File: config.mk
export PLATFORM = sky130hd
export DESIGN_NAME = data_memory_port
export DESIGN_NICKNAME = d
export VERILOG_FILES = /design/src/rtl/dmem_pkg.sv /design/src/rtl/dmem_lane_align.sv /design/src/rtl/data_memory_port.sv
export SDC_FILE = /design/constraint.sdc
export NUM_CORES = 1
export LEC_CHECK = 0
export ABC_AREA = 1
export CELL_PAD_IN_SITES_DETAIL_PLACEMENT = 1
export CELL_PAD_IN_SITES_GLOBAL_PLACEMENT = 1
export CORE_MARGIN = 4
export CORE_UTILIZATION = 40
export CTS_BUF_LIST = sky130_fd_sc_hd__clkbuf_8
export CTS_CLUSTER_DIAMETER = 150
export DETAILED_ROUTE_END_ITERATION = 10
export GPL_ROUTABILITY_DRIVEN = 0
export MAX_ROUTING_LAYER = met4
export PLACE_DENSITY = 0.73
export SLEW_MARGIN = 20
export SYNTH_ARGS = -nofsm -noshare
export SYNTH_HDL_FRONTEND = slang
export SYNTH_SLANG_ARGS = --single-unit
File: constraint.sdc
create_clock -name clk -period 3.1 [get_ports clk]
set_input_delay 0.62 -clock clk [delete_from_list [all_inputs] [get_ports clk]]
set_output_delay 0.62 -clock clk [all_outputs]
set_load 0.05 [all_outputs]
File: src/rtl/dmem_pkg.sv
// Shared types for the data memory port: access size codes,
// FSM states and wait-counter width. DMEM_CLEAR_ON_RESET_EN adds CLEAR.
package dmem_pkg;

  typedef enum logic [1:0] {
    SZ_BYTE = 2'b00,
    SZ_HALF = 2'b01,
    SZ_WORD = 2'b10,
    SZ_RSVD = 2'b11
  } size_e;

`ifdef DMEM_CLEAR_ON_RESET_EN
  typedef enum logic [1:0] {
    S_IDLE,
    S_WAIT,
    S_RESP,
    S_CLEAR
  } state_e;
`else
  typedef enum logic [1:0] {
    S_IDLE,
    S_WAIT,
    S_RESP
  } state_e;
`endif

  localparam int CNT_W = 4;

endpackage

File: src/rtl/dmem_lane_align.sv
// Byte-lane steering for stores, extraction/extension for loads.
// Ports: i_size/i_uns/i_off/i_wdata/i_rword in; o_wword/o_wmask/o_rdata/o_misalign out.
module dmem_lane_align
  import dmem_pkg::*;
(
  input  logic [1:0]  i_size,
  input  logic        i_uns,
  input  logic [1:0]  i_off,
  input  logic [31:0] i_wdata,
  input  logic [31:0] i_rword,
  output logic [31:0] o_wword,
  output logic [3:0]  o_wmask,
  output logic [31:0] o_rdata,
  output logic        o_misalign
);

  logic [7:0]  w_byte;
  logic [15:0] w_half;

  always_comb begin
    o_wword    = i_wdata;
    o_wmask    = '0;
    o_rdata    = '0;
    o_misalign = 1'b0;
    w_byte     = i_rword[{i_off, 3'b000} +: 8];
    w_half     = i_off[1] ? i_rword[31:16] : i_rword[15:0];
    unique case (size_e'(i_size))
      SZ_BYTE: begin
        o_wword = {4{i_wdata[7:0]}};
        o_wmask = 4'b0001 << i_off;
        o_rdata = {{24{w_byte[7] & ~i_uns}}, w_byte};
      end
      SZ_HALF: begin
        o_misalign = i_off[0];
        o_wword    = {2{i_wdata[15:0]}};
        o_wmask    = i_off[1] ? 4'b1100 : 4'b0011;
        o_rdata    = {{16{w_half[15] & ~i_uns}}, w_half};
      end
      default: begin
        // reserved size code behaves as a word access
        o_misalign = |i_off;
        o_wmask    = 4'hF;
        o_rdata    = i_rword;
      end
    endcase
    // a misaligned access touches nothing and returns zero
    if (o_misalign) begin
      o_wmask = '0;
      o_rdata = '0;
    end
  end

endmodule

File: src/rtl/data_memory_port.sv
// Single-port 32-bit data memory with fixed-latency request/response handshake.
// Ports: clk, rst, req/we/addr/size/uns/wdata in; busy/resp_valid/rdata/misalign out.
// Macro DMEM_CLEAR_ON_RESET_EN: zero the array word by word after reset.
module data_memory_port
  import dmem_pkg::*;
#(
  parameter int ADDR_W      = 5,
  parameter int WAIT_CYCLES = 1
) (
  input  logic              clk,
  input  logic              rst,
  input  logic              req,
  input  logic              we,
  input  logic [ADDR_W+1:0] addr,
  input  logic [1:0]        size,
  input  logic              uns,
  input  logic [31:0]       wdata,
  output logic              busy,
  output logic              resp_valid,
  output logic [31:0]       rdata,
  output logic              misalign
);

  localparam int DEPTH = 2 ** ADDR_W;

  logic [31:0]       r_mem [DEPTH];
  state_e            r_state;
  logic [CNT_W-1:0]  r_cnt;
  logic              r_busy;
  logic              r_rv;
  logic              r_mis;
  logic [31:0]       r_rdata;
  logic              r_we;
  logic [ADDR_W+1:0] r_addr;
  logic [1:0]        r_size;
  logic              r_uns;
  logic [31:0]       r_wdata;

  logic              w_clr_go;
  logic              w_acc;
  logic              w_enter_resp;
  logic              w_op_we;
  logic [ADDR_W+1:0] w_op_addr;
  logic [1:0]        w_op_size;
  logic              w_op_uns;
  logic [31:0]       w_op_wdata;
  logic [ADDR_W-1:0] w_idx;
  logic [31:0]       w_wword;
  logic [3:0]        w_wmask;
  logic [31:0]       w_lrdata;
  logic              w_mis;

`ifdef DMEM_CLEAR_ON_RESET_EN
  logic              r_clr_pend;
  logic [ADDR_W-1:0] r_clr_ptr;
  assign w_clr_go = r_clr_pend;
`else
  assign w_clr_go = 1'b0;
`endif

  assign w_acc = (r_state == S_IDLE) && req && !w_clr_go;

  // with zero wait the access completes on the accept edge,
  // so operands come straight from the inputs while idle
  assign w_op_we    = (r_state == S_IDLE) ? we    : r_we;
  assign w_op_addr  = (r_state == S_IDLE) ? addr  : r_addr;
  assign w_op_size  = (r_state == S_IDLE) ? size  : r_size;
  assign w_op_uns   = (r_state == S_IDLE) ? uns   : r_uns;
  assign w_op_wdata = (r_state == S_IDLE) ? wdata : r_wdata;
  assign w_idx      = w_op_addr[ADDR_W+1:2];

  assign w_enter_resp = !rst &&
    ((w_acc && (WAIT_CYCLES == 0)) ||
     ((r_state == S_WAIT) && (r_cnt == CNT_W'(1))));

  dmem_lane_align u_align (
    .i_size     (w_op_size),
    .i_uns      (w_op_uns),
    .i_off      (w_op_addr[1:0]),
    .i_wdata    (w_op_wdata),
    .i_rword    (r_mem[w_idx]),
    .o_wword    (w_wword),
    .o_wmask    (w_wmask),
    .o_rdata    (w_lrdata),
    .o_misalign (w_mis)
  );

  always_ff @(posedge clk) begin
    if (w_enter_resp && w_op_we) begin
      for (int i = 0; i < 4; i++) begin
        if (w_wmask[i]) r_mem[w_idx][8*i +: 8] <= w_wword[8*i +: 8];
      end
    end
`ifdef DMEM_CLEAR_ON_RESET_EN
    if (!rst && (r_state == S_CLEAR)) r_mem[r_clr_ptr] <= '0;
`endif
  end

  always_ff @(posedge clk) begin
    if (rst) begin
      r_state <= S_IDLE;
      r_cnt   <= '0;
      r_busy  <= 1'b0;
      r_rv    <= 1'b0;
      r_mis   <= 1'b0;
      r_rdata <= '0;
      r_we    <= 1'b0;
      r_addr  <= '0;
      r_size  <= '0;
      r_uns   <= 1'b0;
      r_wdata <= '0;
`ifdef DMEM_CLEAR_ON_RESET_EN
      r_clr_pend <= 1'b1;
      r_clr_ptr  <= '0;
`endif
    end else begin
      r_rv  <= w_enter_resp;
      r_mis <= w_enter_resp & w_mis;
      if (w_enter_resp) r_rdata <= w_op_we ? 32'd0 : w_lrdata;
      unique case (r_state)
        S_IDLE: begin
`ifdef DMEM_CLEAR_ON_RESET_EN
          if (r_clr_pend) begin
            r_clr_pend <= 1'b0;
            r_clr_ptr  <= '0;
            r_busy     <= 1'b1;
            r_state    <= S_CLEAR;
          end
`endif
          if (w_acc) begin
            r_we    <= we;
            r_addr  <= addr;
            r_size  <= size;
            r_uns   <= uns;
            r_wdata <= wdata;
            r_busy  <= 1'b1;
            r_cnt   <= CNT_W'(WAIT_CYCLES);
            r_state <= (WAIT_CYCLES == 0) ? S_RESP : S_WAIT;
          end
        end
        S_WAIT: begin
          r_cnt <= r_cnt - CNT_W'(1);
          if (r_cnt == CNT_W'(1)) r_state <= S_RESP;
        end
        S_RESP: begin
          r_busy  <= 1'b0;
          r_state <= S_IDLE;
        end
`ifdef DMEM_CLEAR_ON_RESET_EN
        S_CLEAR: begin
          r_clr_ptr <= r_clr_ptr + ADDR_W'(1);
          if (r_clr_ptr == ADDR_W'(DEPTH - 1)) begin
            r_busy  <= 1'b0;
            r_state <= S_IDLE;
          end
        end
`endif
        default: r_state <= S_IDLE;
      endcase
    end
  end

  assign busy       = r_busy;
  assign resp_valid = r_rv;
  assign rdata      = r_rdata;
  assign misalign   = r_mis;

endmodule
==> run_results.csv <==
group,metric,value,unit
synth,yosysMostFrequentCell,"edfxtp_1",
place,placed_cell_area,0.0517,mm2
clock_tree,cts-root-buf,"clkbuf_8",
clock_tree,clk_latency,0.88,ns
pwr,p_leak,21.2,nW
layout,finish.utilization,49.8,%
die,io_pins,81,
clock_tree,ctsHtreeMaxLevel,4,
route,viasPerCell,5.44,
layout,nets,4581,
setup_path,crit_top_cell,"nand2_1",
worst_hold_path,min_to,"r_wdata[28]$_SDFFE_PP0P_",
timing,finalSetupViolCount,0,
synth,netlist_area,0.0451,mm2
timing,rsz0062_at_grt,"yes",
synth,synth_edf_count,1024,
synth,syn_nets,4024,
synth,yosys-top-cells-count,"edfxtp_1 (1,024), nand2_1 (866), nor2_1 (545)",
setup_path,crit_path_top_delay_cell,"dfxtp_2",
timing,finalMaxSlewViolations,0,
timing,min_period,3.02,ns
route,post_drt_wl_per_cell,24.7,um
setup_path,startpoint_type,"flip-flop",
global_routing,overflow,0,
clock_tree,cts_tree,"done",
timing,fmax,0.331,GHz
synth,ys_types,39,
setup_path,worstPathRequired,3.84,ns
route,drtAntennaViolNets,0,
timing,post-route-period-util,97.5,%
layout,final_area,0.0554,mm2
setup_path,path_cells,"nor2_4 > nand2_1 > nand2_4 > buf_12 > nand2_8 > buf_12 > clkbuf_16 > or2_2 > nand3_1 > nand2_1 > nand2_1 > nor2_1 > buf_4 > nand3_1 > nand3_1 > nand2_1 > nand2_1 > nand2_1 > a21oi_1",
die,core,0.111,mm2
worst_hold_path,worstHoldStart,"wdata[28]",
place,dpl.hpwl,103000,um
setup_path,cp_data_arrival_time,3.76,ns
global_routing,grt_pass1_vias,35121,
setup_path,crit_type,"reg -> reg",
global_routing,grt_max_degree,57,
synth,async_flop_share,0,%
worst_hold_path,hold_depth,3,
timing,worst_pin_slew,0.834,ns
setup_path,reg2reg_slack,0.08,ns
die,initial_core_util,40.5,%
pwr,comb_power_share,23.2,%
timing,tns,0,ns
die,fp-row-count,122,
setup_path,reg2regPathDepth,19,
clock_tree,cts.clk_slew.worst_paths,0.07,ns
pwr,internal_power,0.0260,W
layout,drive_above_1_share,18.2,%
synth,avgSynthCellArea,11.3,um2
run_status,status,"complete, no violations",
setup_path,cp_slowest_stage_delay,0.35,ns
timing,hold_viol_final,0,
timing,fin_hold_ws,0.334,ns
clock_tree,clk_path_buf_depth,3,
global_routing,grt_pass1_wl,223000,um
pwr,power.density,686,mW/mm2
layout,syn2layout_area_growth,22.8,%
global_routing,antenna_found_initial,3,
worst_hold_path,hold_class,"in -> reg",
synth,ys.flop_type,"edfxtp_1",
die,dieArea,0.118,mm2
pwr,share_seq_of_total_power,45.8,%
die,fp.dieW,344,um
synth,synth_seq_area_share,71.9,%
pwr,ir_drop,0.346,mV
pwr,total_power,0.0380,W
route,routed_wl,152000,um
synth,synth_top_cells_by_area,"edfxtp_1 (68%), nand2_1 (7.2%), o21ai_0 (4.6%), nor2_1 (4.5%), dfxtp_1 (3.7%)",
route,num_vias,33574,
synth,syn-instance-count,3976,
timing,slew_headroom,44.4,%
setup_path,r2r_end,"rdata[3]$_SDFFE_PP0P_",
pwr,net-switching-power,0.0119,W
route,drc,0,
pwr,pwr-share-clk,31.0,%
route,drtIter0Drc,3410,
setup_path,worst_setup_path_end_kind,"flip-flop",
synth,synth_warnings,0,
route,firstDrtPassIters,6,
synth,synth_largest_area_cell,"edfxtp_1",
die,die_y,344,um
pwr,netSwitchingFraction,31.4,%
synth,ys_ff_latch,1108,
global_routing,track_usage,26.1,%
setup_path,critPathMaxFanout,23,
timing,skew,0.0612,ns
synth,synth_top_area_share,68.2,%
clock_tree,cts-buffers-inserted,183,
setup_path,r2r-start,"r_state[1]$_SDFFE_PP0P_",
clock_tree,cts.sinks,1108,
place,portBuffers,80,
flow_run,cap_viol_max_count,0,
[state kept, by name, summed over array words and instances, names as in the netlist, 2 cells and up]
register	flops
r_wdata	32
r_addr	7
r_size	2
r_mem	1024
r_state	2
r_cnt	4
rdata	32
[power groups by stage]
stage / Clock, W / Combinational (W) / Sequential [W]
after global placement: 0 / 0.00814 / 0.0177
after CTS: 0.0120 / 0.00852 / 0.0174
after global routing: 0.0128 / 0.00935 / 0.0174
final: 0.0118 / 0.00882 / 0.0174
after detailed placement: 0 / 0.00841 / 0.0177
after floorplan: 0 / 0.00363 / 0.0178
[layer usage]
layer / part of all wire (%) / GRT usage [%]
met1: 40 / 32.6
met2: 49 / 42.6
met3: 7.0 / 4.30
met4: 4.2 / 10.9
met5: 0 / -
[per-stage QoR]
stage	cells	worst slack, ns
floorplan	3976	-0.182
CTS	6150	0.0157
finish	6169	0.0779
detailed placement	5815	-0.550
global placement	5815	-0.540
global route	6168	-0.0646
[cell usage in the layout (no fill, tap or decap), types with 4 or more instances in the layout]
cell type	netlist	layout
nand2_1	866	857
nor2_4	2	6
o31ai_1	12	12
o22ai_2	0	4
dfxtp_1	84	82
nand3_1	97	96
clkinvlp_4	0	6
buf_16	0	4
nand4_1	7	7
nand3b_1	13	13
or2_2	48	48
a21oi_2	2	7
o22ai_1	137	133
buf_12	0	82
nor3_4	0	8
and2_1	4	4
a31oi_4	0	4
clkbuf_8	0	186
clkdlybuf4s50_1	0	79
inv_1	317	393
clkinv_1	2	33
buf_4	11	400
nor2_1	545	536
o21ai_1	32	39
edfxtp_1	1024	1024
a211oi_1	5	5
o21ai_0	416	400
a21oi_1	90	85
inv_6	0	5
nor3_1	15	14
nand2_4	1	6
nor2_2	2	7
diode_2	0	5
nand2_2	7	10
o21a_1	5	5
clkinv_2	0	16
o221ai_2	0	8
o21ai_2	5	12
[how the worst max path moves through the flow]
stage | cells after the start | endpoint | slack [ns] | start
floorplan | 9 | r_mem[0][10]$_DFFE_PP_ | -0.18 | r_state[1]$_SDFFE_PP0P_
global placement | 15 | rdata[18]$_SDFFE_PP0P_ | -0.54 | addr[3]
detailed placement | 15 | rdata[16]$_SDFFE_PP0P_ | -0.55 | addr[3]
CTS | 17 | rdata[6]$_SDFFE_PP0P_ | 0.02 | r_state[0]$_SDFFE_PP0P_
global route | 19 | rdata[10]$_SDFFE_PP0P_ | -0.06 | r_state[1]$_SDFFE_PP0P_
finish | 19 | rdata[3]$_SDFFE_PP0P_ | 0.08 | r_state[1]$_SDFFE_PP0P_
[critical path, delay by kind of cell, from the launching register on]
family,cells,cell delay [ns]
DFF,1,0.35
buffers and inverters,4,0.63
AOI/OAI and AO/OA,1,0.05
and+or+nand+nor,14,1.85
[timing repair]
item	in CTS	in global routing
gates cloned	1	4
setup endpoints to repair	25	126
pin swaps	2	4
endpoints found under the hold margin	1	0
hold buffers	1	0
setup buffers	5	10
resized for setup	3	44
[layout make-up]
type | count | area (um2)
Antenna cell | 5 | 12.5
Sequential cell | 1108 | 32400
Inverter | 321 | 1200
Tap cell | 1488 | 1860
Timing Repair Buffer | 576 | 5730
Clock buffer | 186 | 2560
Clock inverter | 142 | 706
Fill cell | 11748 | 55900
Multi-Input combinational cell | 2343 | 10900
[cell families after synthesis]
| family | after synthesis | synth area share [%] |
|---|---|---|
| and+or+nand+nor | 1619 | 14.5 |
| buffers and inverters | 526 | 4.82 |
| adders and majority gates | 2 | 0.0555 |
| AOI/OAI and AO/OA | 720 | 8.66 |
| DFF | 1108 | 71.9 |
| muxes | 1 | 0.0222 |
(Power assumes the default switching activity.)
